File: config.mk
export PLATFORM = sky130hd
export DESIGN_NAME = reg_spill_unit
export DESIGN_NICKNAME = d
export VERILOG_FILES = /design/src/rtl/reg_spill_unit_pkg.sv /design/src/rtl/reg_spill_unit.sv
export SDC_FILE = /design/constraint.sdc
export NUM_CORES = 1
export LEC_CHECK = 0
export ABC_AREA = 1
export ABC_CLOCK_PERIOD_IN_PS = 2400
export BUFFER_PORTS_ARGS = -buffer_cell sky130_fd_sc_hd__buf_4
export CAP_MARGIN = 20
export CORE_ASPECT_RATIO = 1.25
export CORE_MARGIN = 1
export CORE_UTILIZATION = 43
export CTS_CLUSTER_SIZE = 10
export DETAILED_ROUTE_END_ITERATION = 8
export PLACE_DENSITY_LB_ADDON = 0.3
export SYNTH_ARGS = -nofsm -noshare
export SYNTH_HDL_FRONTEND = slang
export SYNTH_SLANG_ARGS = --single-unit
File: constraint.sdc
create_clock -name Clock -period 2.4 [get_ports Clock]
set_input_delay 0.48 -clock Clock [delete_from_list [all_inputs] [get_ports Clock]]
set_output_delay 0.48 -clock Clock [all_outputs]
set_load 0.03 [all_outputs]
File: src/rtl/reg_spill_unit_pkg.sv
// reg_spill_unit_pkg
//   Shared widths and the FSM state encoding for the register spill unit.
//   clamp_count() limits a requested spill length to the register file size.
package reg_spill_unit_pkg;

   localparam int DATA_W   = 24;
   localparam int ADDR_W   = 24;
   localparam int REGIDX_W = 4;
   localparam int NUM_REGS = 16;
   localparam int COUNT_W  = 5;

   typedef enum logic [1:0] {
      ST_IDLE = 2'd0,
      ST_READ = 2'd1,
      ST_SEND = 2'd2,
      ST_DONE = 2'd3
   } state_t;

   function automatic logic [COUNT_W-1:0] clamp_count(input logic [COUNT_W-1:0] cnt);
      return (cnt > COUNT_W'(NUM_REGS)) ? COUNT_W'(NUM_REGS) : cnt;
   endfunction

endpackage

File: src/rtl/reg_spill_unit.sv
// reg_spill_unit
//   Copies a contiguous range of register-file entries out to memory, one
//   word per READ/SEND pair. Register index wraps mod 16, memory address
//   wraps mod 2^24.
//
// Ports
//   Clock     in   rising-edge clock
//   Reset     in   synchronous active-high reset (overrides Start)
//   Start     in   spill request, accepted only while idle
//   BaseReg   in   [3:0]  first register index
//   Count     in   [4:0]  words to spill, values above 16 clamp to 16
//   BaseAddr  in   [23:0] memory word address of the first word
//   RegAddr   out  [3:0]  register file read index (0 outside READ)
//   RegData   in   [23:0] register file read data, combinational from RegAddr
//   MemValid  out  write request valid (SEND only)
//   MemReady  in   write request accepted
//   MemAddr   out  [23:0] write address, stable while MemValid
//   MemData   out  [23:0] write data, stable while MemValid
//   Busy      out  high whenever not idle
//   Done      out  one-cycle completion pulse
//   Checksum  out  [23:0] XOR of words written in the current spill
//                  (only when REG_SPILL_CHECKSUM_EN is defined)
//
// Optional feature macro: REG_SPILL_CHECKSUM_EN
module reg_spill_unit
   import reg_spill_unit_pkg::*;
(
   input  logic                Clock,
   input  logic                Reset,
   input  logic                Start,
   input  logic [3:0]          BaseReg,
   input  logic [4:0]          Count,
   input  logic [23:0]         BaseAddr,
   output logic [3:0]          RegAddr,
   input  logic [23:0]         RegData,
   output logic                MemValid,
   input  logic                MemReady,
   output logic [23:0]         MemAddr,
   output logic [23:0]         MemData,
   output logic                Busy,
   output logic                Done
`ifdef REG_SPILL_CHECKSUM_EN
   ,
   output logic [23:0]         Checksum
`endif
);

   state_t              r_state;
   logic [REGIDX_W-1:0] r_base_reg;
   logic [COUNT_W-1:0]  r_count;
   logic [ADDR_W-1:0]   r_base_addr;
   logic [COUNT_W-1:0]  r_k;
   logic [REGIDX_W-1:0] r_reg_addr;
   logic                r_mem_valid;
   logic [ADDR_W-1:0]   r_mem_addr;
   logic [DATA_W-1:0]   r_mem_data;
   logic                r_busy;
   logic                r_done;
`ifdef REG_SPILL_CHECKSUM_EN
   logic [DATA_W-1:0]   r_checksum;
`endif

   logic [COUNT_W-1:0]  w_count_clamped;
   logic [COUNT_W-1:0]  w_k_next;
   logic                w_more;
   logic [REGIDX_W-1:0] w_next_idx;
   logic                w_handshake;

   assign w_count_clamped = clamp_count(Count);
   assign w_k_next        = r_k + COUNT_W'(1);
   assign w_more          = (w_k_next < r_count);
   // Index of the register read after this handshake; 4-bit add wraps 15->0.
   assign w_next_idx      = r_base_reg + r_k[REGIDX_W-1:0] + REGIDX_W'(1);
   assign w_handshake     = r_mem_valid && MemReady;

   always_ff @(posedge Clock) begin
      if (Reset) begin
         r_state     <= ST_IDLE;
         r_base_reg  <= '0;
         r_count     <= '0;
         r_base_addr <= '0;
         r_k         <= '0;
         r_reg_addr  <= '0;
         r_mem_valid <= 1'b0;
         r_mem_addr  <= '0;
         r_mem_data  <= '0;
         r_busy      <= 1'b0;
         r_done      <= 1'b0;
`ifdef REG_SPILL_CHECKSUM_EN
         r_checksum  <= '0;
`endif
      end else begin
         case (r_state)
            ST_IDLE: begin
               r_done <= 1'b0;
               if (Start) begin
                  r_base_reg  <= BaseReg;
                  r_count     <= w_count_clamped;
                  r_base_addr <= BaseAddr;
                  r_k         <= '0;
                  r_busy      <= 1'b1;
`ifdef REG_SPILL_CHECKSUM_EN
                  r_checksum  <= '0;
`endif
                  if (w_count_clamped != '0) begin
                     r_state    <= ST_READ;
                     // RegAddr is registered, so it is loaded on entry to READ.
                     r_reg_addr <= BaseReg;
                  end else begin
                     r_state <= ST_DONE;
                     r_done  <= 1'b1;
                  end
               end
            end
            ST_READ: begin
               r_mem_data  <= RegData;
               r_mem_addr  <= r_base_addr + ADDR_W'(r_k);
               r_mem_valid <= 1'b1;
               r_reg_addr  <= '0;
               r_state     <= ST_SEND;
            end
            ST_SEND: begin
               if (w_handshake) begin
                  r_mem_valid <= 1'b0;
                  r_k         <= w_k_next;
`ifdef REG_SPILL_CHECKSUM_EN
                  r_checksum  <= r_checksum ^ r_mem_data;
`endif
                  if (w_more) begin
                     r_state    <= ST_READ;
                     r_reg_addr <= w_next_idx;
                  end else begin
                     r_state <= ST_DONE;
                     r_done  <= 1'b1;
                  end
               end
            end
            ST_DONE: begin
               r_done  <= 1'b0;
               r_busy  <= 1'b0;
               r_state <= ST_IDLE;
            end
            default: begin
               r_state <= ST_IDLE;
            end
         endcase
      end
   end

   assign RegAddr  = r_reg_addr;
   assign MemValid = r_mem_valid;
   assign MemAddr  = r_mem_addr;
   assign MemData  = r_mem_data;
   assign Busy     = r_busy;
   assign Done     = r_done;
`ifdef REG_SPILL_CHECKSUM_EN
   assign Checksum = r_checksum;
`endif

endmodule

==> impl_results.md <==
* Status: completed
* Setup repair bufs after CTS at 0
* RSZ-0062 raised after global routing: false
* Final period util at 0.888
* Non-filler cells, final at 930
* Worst hold path type: input pin to flip-flop
* Crit Path Category: flip-flop to flip-flop
* Setup violations, final at 0
* Net Sw Power at 3.22 mW
* Grt ovf at 0
* DR pass1 iterations at 5
* Clock buffer depth at 2
* CP startpoint kind: flip-flop
* Ys Warns at 0
* Endpoint type of the worst setup path: flip-flop
* Initial DRC Count at 239
* Crit path max fanout at 7
* Die area at 11400 µm²
* RePlAce Congestion at 0.910
* Post-CTS Hold Buffers at 0
* Post-synthesis instance area at 4720 µm²
* Yosys top cell area share at 0.403
* Post-DP HPWL at 9180 µm
* Area growth syn-to-layout at 27.6%
* Total power at 7.44 mW
* Syn nets at 768
* Final Max Slew Viols at 0
* Routed WL at 12400 µm
* Fraction of layout cells with a size suffix above 1 at 0.206
* Rows at 42
* Cell area power density at 1240 nW/µm²
* Initial antenna violation count at 0
* Critical Path Source: r_k[1]
* Combinational power share at 0.457
* Max-cap violations at 0
* Seq cells post-synth at 95
* R2r endpoint: RegAddr[3]
* Setup_tns at 0 ps
* Reg2Reg Depth at 12
* Worst Max-Slew Pin Slew at 512 ps
* Post-synth top area cell: dfxtp_1
* Setup crit end: RegAddr[3]
* # diodes at 0
* Die X at 95.7 µm
* Slew Limit Headroom at 0.658
* Post-Syn Instances at 688
* Worst Clk Skew at 4.65 ps
* Design Area, Final at 6020 µm²
* Htree depth at 3
* Crit path DAT at 2370 ps
* Core ar. at 10600 µm²
* Max Freq at 469 MHz
* Worst-path clk slew at 70 ps
* CTS tree: yes
* CTS buffer count at 9
* Placed Instances at 914
* Die height at 119 µm
* Syn Area/Cell at 6.86 µm²
* Nets@finish at 873
* Register area share after synthesis at 0.403
* Vias per inst at 5.02
* Cts repair resizes at 0
* Largest net degree at the start of global routing at 59
* Top cells by area, synth: dfxtp_1 (40%), nor2_1 (11%), nand2_1 (9.5%)
* First-pass GRT wire length at 20000 µm
* FF-to-FF Start: r_k[1]
* Clock latency on the worst-skew pair at 350 ps
* Clock network fraction of design power at 0.203
* Wire per inst at 13.4 µm
* Synth cell types at 34
* Via count at 4666
* Sw Share at 0.433
* Power Internal at 4.22 mW
* Total GRT Usage at 0.228
* R2r setup slk at 270 ps
* Clock root buffer: clkbuf_16
* Sequential power share at 0.340
* Maximum vdd ir drop at 0.695 mV
* Placed Area at 5690 µm²
* CTS Sinks at 95
* Initial core utilization at 0.444
* DRC violations left at 0
* Most frequent cells in the layout: nor2_1 (142), buf_4 (120), nand2_1 (119), dfxtp_1 (94), inv_1 (78)
* Fin. Hold Viols at 0
* Final min period at 2130 ps
* Data required, critical path at 2640 ps
* Final ANT Viol Nets at 0
* Most common cell after layout, fill and taps aside: nor2_1
* Lkg Pwr at 2.94 nW
* I/O pin count at 116
* Port bufs at 115
* Vias in the first global route at 4461
[critical path, stage by stage (launching register included)]
cell     delay [ps]
dfxtp_2         420
ha_1            220
nand3_1         130
xnor2_2         170
ha_1            290
nand2_1          90
inv_1            40
o21ai_0          90
nand3_1         120
nand2_2         120
nand2_1         130
nor2_1          140
nor2_1           60
[power groups by stage]
stage / registers (mW) / logic [mW] / clock network, mW
floorplan: 3.24 / 1.54 / 0
global placement: 2.54 / 3.35 / 0
detailed placement: 2.55 / 3.41 / 0
CTS: 2.53 / 3.43 / 1.54
global route: 2.59 / 3.75 / 1.62
finish: 2.53 / 3.40 / 1.51
[worst min path at each step]
stage | end | start | slack (ps) | depth (start not counted)
CTS | MemData[19] | RegData[19] | 340 | 3
global placement | r_base_reg[0] | r_base_reg[0] | 460 | 2
detailed placement | RegAddr[1] | RegAddr[1] | 470 | 2
global route | MemData[16] | RegData[16] | 350 | 3
floorplan | r_base_reg[0] | r_base_reg[0] | 430 | 2
finish | MemData[23] | RegData[23] | 350 | 3
[per-stage QoR]
step / hold slack (ps) / worst slack [ps] / utilization
after floorplan: 435 / 425 / -
after global placement: 456 / 279 / 0.536
after detailed placement: 466 / 136 / 0.536
after CTS: 340 / 91.3 / 0.566
after global routing: 346 / 32.2 / 0.567
final: 347 / 268 / 0.567
[cell type report]
type | count | area [µm²]
repair buffers | 121 | 921
clock buffers | 11 | 253
well taps | 132 | 165
clock inverters | 5 | 63.8
fillers | 1050 | 4590
inverters | 80 | 300
flip-flops and latches | 95 | 1900
multi-input cells | 486 | 2420
[synthesized netlist by cell type (all sizes together)]
cell / n
inv: 80
a211oi: 1
a21oi: 38
xor2: 5
o21ai: 70
o211ai: 2
dfxtp: 95
ha: 17
o22ai: 3
o21bai: 2
nand3: 45
a221oi: 1
nor3: 1
a31oi: 1
and2: 2
fa: 2
clkbuf: 18
nand2: 127
nand3b: 1
buf: 9
nor2: 150
xnor2: 3
nand4: 9
or2: 2
a22oi: 4
[kinds of logic (layout without fill, tap and decap cells)]
family | after synthesis | after routing | synth area share
adder cells (fa/ha/maj) | 19 | 19 | 0.0536
AND/OR/NAND/NOR | 337 | 337 | 0.303
buffers and inverters | 107 | 217 | 0.0875
AO/OA/AOI/OAI | 122 | 122 | 0.138
flip-flops | 95 | 95 | 0.403
XOR/XNOR | 8 | 8 | 0.0149
[routing by layer]
metal  global-route usage  routed length (µm)  vias up
met5                    0                   0        -
met4                0.102                 358        0
met3               0.0556                 671       31
met2                0.398                6300      130
met1                0.256                5100     2101
li1                     -                   -     2404
Note: power is estimated with default switching activity, not from simulation.
